<file path="src/rtl/ring_cadence_sequencer.sv">
// ring_cadence_sequencer
// Cadenced ring request generator for the ringer/motor controller.
// An incoming call produces ON/OFF bursts until it is answered, cancelled,
// or the burst limit runs out. Each outcome is reported with a one-cycle
// pulse, and all outputs are registered.
// Optional feature macro: RING_MISSED_COUNT_EN. When it is defined, a
// saturating missed-call counter with a clear input is built. When it is
// not defined, missed_count is tied to 0 and missed_clr is ignored.
module ring_cadence_sequencer #(
   parameter int ON_CYCLES  = 4,
   parameter int OFF_CYCLES = 8,
   parameter int MAX_BURSTS = 5
) (
   input  logic       clk,
   input  logic       reset,
   input  logic       call_start,
   input  logic       answer,
   input  logic       cancel,
   input  logic       missed_clr,
   output logic       ring,
   output logic       active,
   output logic       answered,
   output logic       missed,
   output logic [7:0] missed_count
);

   localparam int PH_MAX = (ON_CYCLES > OFF_CYCLES) ? ON_CYCLES : OFF_CYCLES;
   // Keep the phase counter at least 1 bit wide when both phases are 1 cycle long
   localparam int PH_W   = (PH_MAX > 1) ? $clog2(PH_MAX) : 1;
   localparam int BU_W   = $clog2(MAX_BURSTS) + 1;

   localparam logic [PH_W-1:0] ON_LAST  = PH_W'(ON_CYCLES - 1);
   localparam logic [PH_W-1:0] OFF_LAST = PH_W'(OFF_CYCLES - 1);
   localparam logic [BU_W-1:0] BU_LAST  = BU_W'(MAX_BURSTS - 1);

   localparam logic [1:0] S_IDLE     = 2'd0;
   localparam logic [1:0] S_RING_ON  = 2'd1;
   localparam logic [1:0] S_RING_OFF = 2'd2;

   logic [1:0]      state, state_nxt;
   logic [PH_W-1:0] phase, phase_nxt;
   logic [BU_W-1:0] burst, burst_nxt;
   logic            answered_nxt, missed_nxt;

   // Next-state logic. The terminating events are checked in priority
   // order: answer, then cancel, then the burst-limit timeout.
   always_comb begin
      state_nxt    = state;
      phase_nxt    = phase;
      burst_nxt    = burst;
      answered_nxt = 1'b0;
      missed_nxt   = 1'b0;
      case (state)
         S_IDLE: begin
            if (call_start) begin
               state_nxt = S_RING_ON;
               phase_nxt = '0;
               burst_nxt = '0;
            end
         end
         S_RING_ON, S_RING_OFF: begin
            if (answer) begin
               state_nxt    = S_IDLE;
               answered_nxt = 1'b1;
            end else if (cancel) begin
               state_nxt  = S_IDLE;
               missed_nxt = 1'b1;
            end else if (state == S_RING_ON) begin
               if (phase == ON_LAST) begin
                  if (burst == BU_LAST) begin
                     state_nxt  = S_IDLE;
                     missed_nxt = 1'b1;
                  end else begin
                     burst_nxt = burst + 1'b1;
                     phase_nxt = '0;
                     state_nxt = S_RING_OFF;
                  end
               end else begin
                  phase_nxt = phase + 1'b1;
               end
            end else begin
               if (phase == OFF_LAST) begin
                  phase_nxt = '0;
                  state_nxt = S_RING_ON;
               end else begin
                  phase_nxt = phase + 1'b1;
               end
            end
         end
         default: state_nxt = S_IDLE;
      endcase
   end

   // State, counters and registered outputs. The outputs are derived from
   // the next state, so ring and active line up with the state they describe.
   always_ff @(posedge clk) begin
      if (reset) begin
         state    <= S_IDLE;
         phase    <= '0;
         burst    <= '0;
         ring     <= 1'b0;
         active   <= 1'b0;
         answered <= 1'b0;
         missed   <= 1'b0;
      end else begin
         state    <= state_nxt;
         phase    <= phase_nxt;
         burst    <= burst_nxt;
         ring     <= (state_nxt == S_RING_ON);
         active   <= (state_nxt != S_IDLE);
         answered <= answered_nxt;
         missed   <= missed_nxt;
      end
   end

`ifdef RING_MISSED_COUNT_EN
   logic [7:0] cnt_q;

   // Saturating missed-call counter. A clear wins over a simultaneous increment.
   always_ff @(posedge clk) begin
      if (reset)
         cnt_q <= 8'd0;
      else if (missed_clr)
         cnt_q <= 8'd0;
      else if (missed_nxt && (cnt_q != 8'hFF))
         cnt_q <= cnt_q + 8'd1;
   end

   assign missed_count = cnt_q;
`else
   logic unused_missed_clr;
   assign unused_missed_clr = missed_clr;
   assign missed_count      = 8'd0;
`endif

endmodule

</file>
<file path="config.mk">
export PLATFORM = sky130hd
export DESIGN_NAME = ring_cadence_sequencer
export DESIGN_NICKNAME = d
export VERILOG_FILES = /design/src/rtl/ring_cadence_sequencer.sv
export SDC_FILE = /design/constraint.sdc
export NUM_CORES = 1
export LEC_CHECK = 0
export ABC_AREA = 0
export BUFFER_PORTS_ARGS = -buffer_cell sky130_fd_sc_hd__buf_4
export CAP_MARGIN = 15
export CELL_PAD_IN_SITES_DETAIL_PLACEMENT = 0
export CELL_PAD_IN_SITES_GLOBAL_PLACEMENT = 1
export CORE_UTILIZATION = 40
export CTS_CLUSTER_SIZE = 12
export DETAILED_ROUTE_END_ITERATION = 8
export PLACE_DENSITY_LB_ADDON = 0.08
export RECOVER_POWER = 25
export SYNTH_ARGS = -nofsm -noshare
export SYNTH_HDL_FRONTEND = slang
export SYNTH_SLANG_ARGS = --single-unit
</file>
<file path="constraint.sdc">
create_clock -name clk -period 2.4 [get_ports clk]
set_input_delay 0.36 -clock clk [delete_from_list [all_inputs] [get_ports clk]]
set_output_delay 0.36 -clock clk [all_outputs]
set_load 0.005 [all_outputs]
</file>
* Yosys cells after proc, flatten, opt, wreduce, memory -nomap -nowiden *
Index checks and enable logic that the tools add are counted.

cells by class
  add/sub/neg operators = 2
  eq/ne operators = 13
  multiplexer cells = 28
  bitwise gates (word level) = 1
  reduce and logical (&&, ||, !) cells = 8

operators by type and width
  operator                                                         count
  4-bit 2-to-1 mux                                                 6
  3-bit 2-to-1 mux                                                 7
  2-bit 2-to-1 mux                                                 7
  2-bit != test, second input constant                             6
  4-bit case mux with 2 select lines                               1
  7-bit AND reduction                                              1
  3-bit case mux with 2 select lines                               1
  1-bit 2-to-1 mux                                                 5
  5-bit AND reduction                                              1
  4-bit by 1-bit adder with 4-bit output, second input constant    1
  2-bit by 1-bit == test with 1-bit output, second input constant  2
  4-bit by 3-bit == test with 1-bit output, second input constant  1
  4-bit != test, second input constant                             1
  2-bit case mux with 2 select lines                               1
  2-bit nonzero test                                               2
  2-bit OR reduction                                               2
  3-bit by 1-bit adder with 3-bit output, second input constant    1
  3-bit by 2-bit == test with 1-bit output, second input constant  1
  3-bit == test, second input constant                             1
  3-bit OR reduction                                               1
  2-bit == test, second input constant                             1
  2-bit logical NOT                                                1
  1-bit NOT                                                        1

storage, ports and cells
  bits in registers = 13
  input port bits = 6

* Longest topological paths before layout *
  word-level depth = 8
  mapped depth = 7
  depth with buffers taken out = 6

* Worst setup path before layout *
OpenSTA, ideal clock, no wires.

  path kind = register to register
  start = register state[1]
  end = register phase[0]
  arrival time = 1.690 ns
  required time = 2.330 ns
  slack = 0.640 ns
  stages on the path, launching flop included = 8
  clock period less this slack = 1.760 ns
  path through = dfxtp_1 > inv_1 > ha_1 > buf_6 > o21ai_4 > o2111ai_4 > or4_1 > a21oi_1

on the way
  longest elaborated chain between the ends = 5
  elaborated cells between the ends (all ways) = 14
  those cells by class = eq/ne (6); mux (4); reduce/logical (4)

RTL lines
  element                                   RTL line  RTL
  start: declaration                        40        logic [1:0] state, state_nxt;
  start signal: assignment                  106       state <= state_nxt;
  2-bit by 1-bit == test with 1-bit output  53, 68
  3-bit 2-to-1 mux                          68        end else if (state == S_RING_ON) begin
  3-bit 2-to-1 mux                          65        end else if (cancel) begin
  3-bit 2-to-1 mux                          62        if (answer) begin
  3-bit case mux with 2 select lines        53        case (state)
  end signal: assignment                    107       phase <= phase_nxt;
  end: declaration                          41        logic [PH_W-1:0] phase, phase_nxt;

Several ways; a longest one is shown, not always the timed one. The select of a mux whose other input is x is not followed.
A chain may end at the register's enable or synchronous reset.

* Final worst setup path *
  start = register state[1]
  end = register ring

on the way
  longest elaborated chain between the ends = 6
  elaborated cells between the ends (all ways) = 12
  those cells by class = eq/ne (3); mux (7); reduce/logical (2)

RTL lines
  element                                                           RTL line  RTL
  2-bit by 1-bit == test with 1-bit output (tied with other cells)  53, 68
  2-bit 2-to-1 mux                                                  68
  2-bit 2-to-1 mux                                                  65
  2-bit 2-to-1 mux                                                  62
  2-bit case mux with 2 select lines (*)                            53
  2-bit by 1-bit == test with 1-bit output (*)                      109       ring <= (state_nxt == S_RING_ON);
  end signal: assignment                                            109
  end: declaration                                                  20        output logic ring,

Every way passes the cells marked *; elsewhere a longest branch is shown, timed or not.

==> reports/results.ini <==
[status]
status=completed

[clocking]
insertion_delay_ns=0.27
cts_resized=0
cts_htree_levels=1
cts_hold_buf=0
cts_tree=done
cts_num_sinks=13
post_cts_buffers=0
clock_path_buffers=2
clkTransAtPathRegs_ns=0.08
numCtsBuffers=3
cts-root-buf=clkbuf_4

[sta]
hold_viol=0
period_share_pct=85.9
skew_ns=0.00472
whs_ns=0.295
fmax_ghz=0.485
final-setup-viol-count=0
period_needed_ns=2.06
finalMaxSlewViolations=0
fin_setup_tns_ns=0
rsz0062_at_grt=false

[power_and_ir_drop]
p_sw_uw=125
p_seq_share_pct=50.8
comb_power_share_pct=19.1
total_leakage_power_nw=0.414
max-vdd-ir-drop_uv=223
p_int_uw=326
sw_frac_of_total_pct=27.7
p_clk_share_pct=30.1
power.density_nw_per_um2=458

[synthesis]
ys_async_sr_fraction_pct=0
synthCells=102
synthFlopType=dfxtp_1
yosysWarnings=0
yosysSeqAreaShare_pct=28.7
synth.top_cell.area_share_pct=28.7
yosysUniqueCellTypes=41
yosys.area.top_type=dfxtp_1
synth-edff-count=0
ys_ff_latch=13
yosys-top-cells-area=dfxtp_1 (29%), ha_1 (14%), buf_4 (6.6%)
synth_area_per_cell_um2=8.89
syn_area_um2=907

[cells_and_area]
layout.nets=129
drive_gt1_share_pct=17.9
antenna_cells=0
multi_input_area_um2=568
synthToLayoutAreaGrowth_pct=8.69
fillCellCount=229
stdcell_count=139
regArea_um2=260

[routing]
first_pass_iters=4
drcViolationCount=0
vias=699
wire_per_inst_um=11.8
wirelength_um=1630
drt_iter0_drc=8
postRouteAntennaNets=0
viasPerCell=5.03

[place]
dp_cells=135
hpwl_um=1260
io_buffers=8
gp_congestion=0.739

[worst_setup_path]
cp-start-kind=flop
cp_max_fo=9
setup.worst_path.class=flop to flop
worstPathArrival_ns=2.28
end_kind=flop
worstPathRequired_ns=2.62
reg2reg_depth=6

[min_path]
min_path_cells=2
hp-class=primary input to flop

[floorplan]
start_util_pct=44.4
core.rowCount=16
core-area_um2=2040
ios=18
die_width_um=49.6
die_area_um2=2460
fp.dieH_um=49.6

[global_routing]
grt_first_pass_wirelength_um=2970
grt_max_degree=12
grt-ovfl-total=0
antenna_found_initial=0
grtUsageTotal_pct=15.8
grt_pass1_vias=670

[flow_run]
cap_violations=0

[layer usage]
layer	wire [µm]	part of all wire (%)	global-route usage (%)
met1	792	48	20.7
met4	24	1.5	7.14
met5	0	0	0
met3	79	4.8	3.40
met2	738	45	24.5
[critical path: stages, from the launching register on]
cell	delay, ns
dfxtp_1	0.43
inv_1	0.09
ha_1	0.48
nor3b_1	0.30
o311ai_0	0.19
a211oi_1	0.34
and2_1	0.18
[state kept, by name, summed over array words and instances, names as in the netlist]
name	count
active	1
answered	1
missed	1
phase	3
state	2
burst	4
ring	1
[kinds of logic after synthesis]
logic type	count (synthesis)	share of synthesized area (%)
buf+inv	18	11.6
other cells	1	0.413
mux	2	2.21
simple gates	37	24.4
flops	13	28.7
fa+ha+maj	10	13.8
compound gates	21	18.9
[area by class of cell]
| class | count | share of cell area [%] |
|---|---|---|
| clock buffers | 4 | 2.66 |
| inverters | 8 | 3.05 |
| well taps | 27 | 3.43 |
| flip-flops and latches | 13 | 26.4 |
| repair buffers | 9 | 6.85 |
| multi-input cells | 78 | 57.6 |
[cells in the final DEF (no fill, tap or decap), drive strengths merged, types with 4 or more instances in the layout]
| cell | n |
|---|---|
| dfxtp | 13 |
| nand2 | 10 |
| ha | 10 |
| inv | 8 |
| conb | 8 |
| clkbuf | 8 |
| a21oi | 5 |
| buf | 5 |
| o21ai | 5 |
| nand3 | 4 |
[per-stage QoR]
step                cell area (µm²)  power [mW]  utilization (%)  worst slack, ns
finish                          986       0.451             48.3            0.338
global route                    986       0.486             48.3           0.0760
CTS                             986       0.461             48.3            0.322
global placement                960       0.320             47.0            0.353
floorplan                       933       0.304                -            0.640
detailed placement              960       0.321             47.0            0.353
[cell usage after synthesis (2+ instances only)]
cell type  instances
a21boi_0           2
a21oi_1            5
and2_1             3
and3b_1            2
buf_4              8
dfxtp_1           13
ha_1              10
inv_1              8
mux2i_1            2
nand2_1           10
nand3_1            3
nor2_1             2
nor2b_1            3
o21ai_0            3
or3_1              2
[worst paths after layout]
check / start / to / slack (ns)
worst min register to register: phase[1] / phase[1] / 0.46
worst max register to register: state[1] / ring / 0.34
worst max-delay path: state[1] / ring / 0.34
worst min-delay path: answer / missed / 0.29
[power groups by stage]
stage	sequential, mW	clock (mW)	combinational [mW]
finish	0.230	0.136	0.0861
global route	0.231	0.157	0.0986
CTS	0.230	0.144	0.0870
detailed placement	0.235	0	0.0866
global placement	0.235	0	0.0854
floorplan	0.234	0	0.0696
No activity file was read; power rests on OpenSTA's default activity.
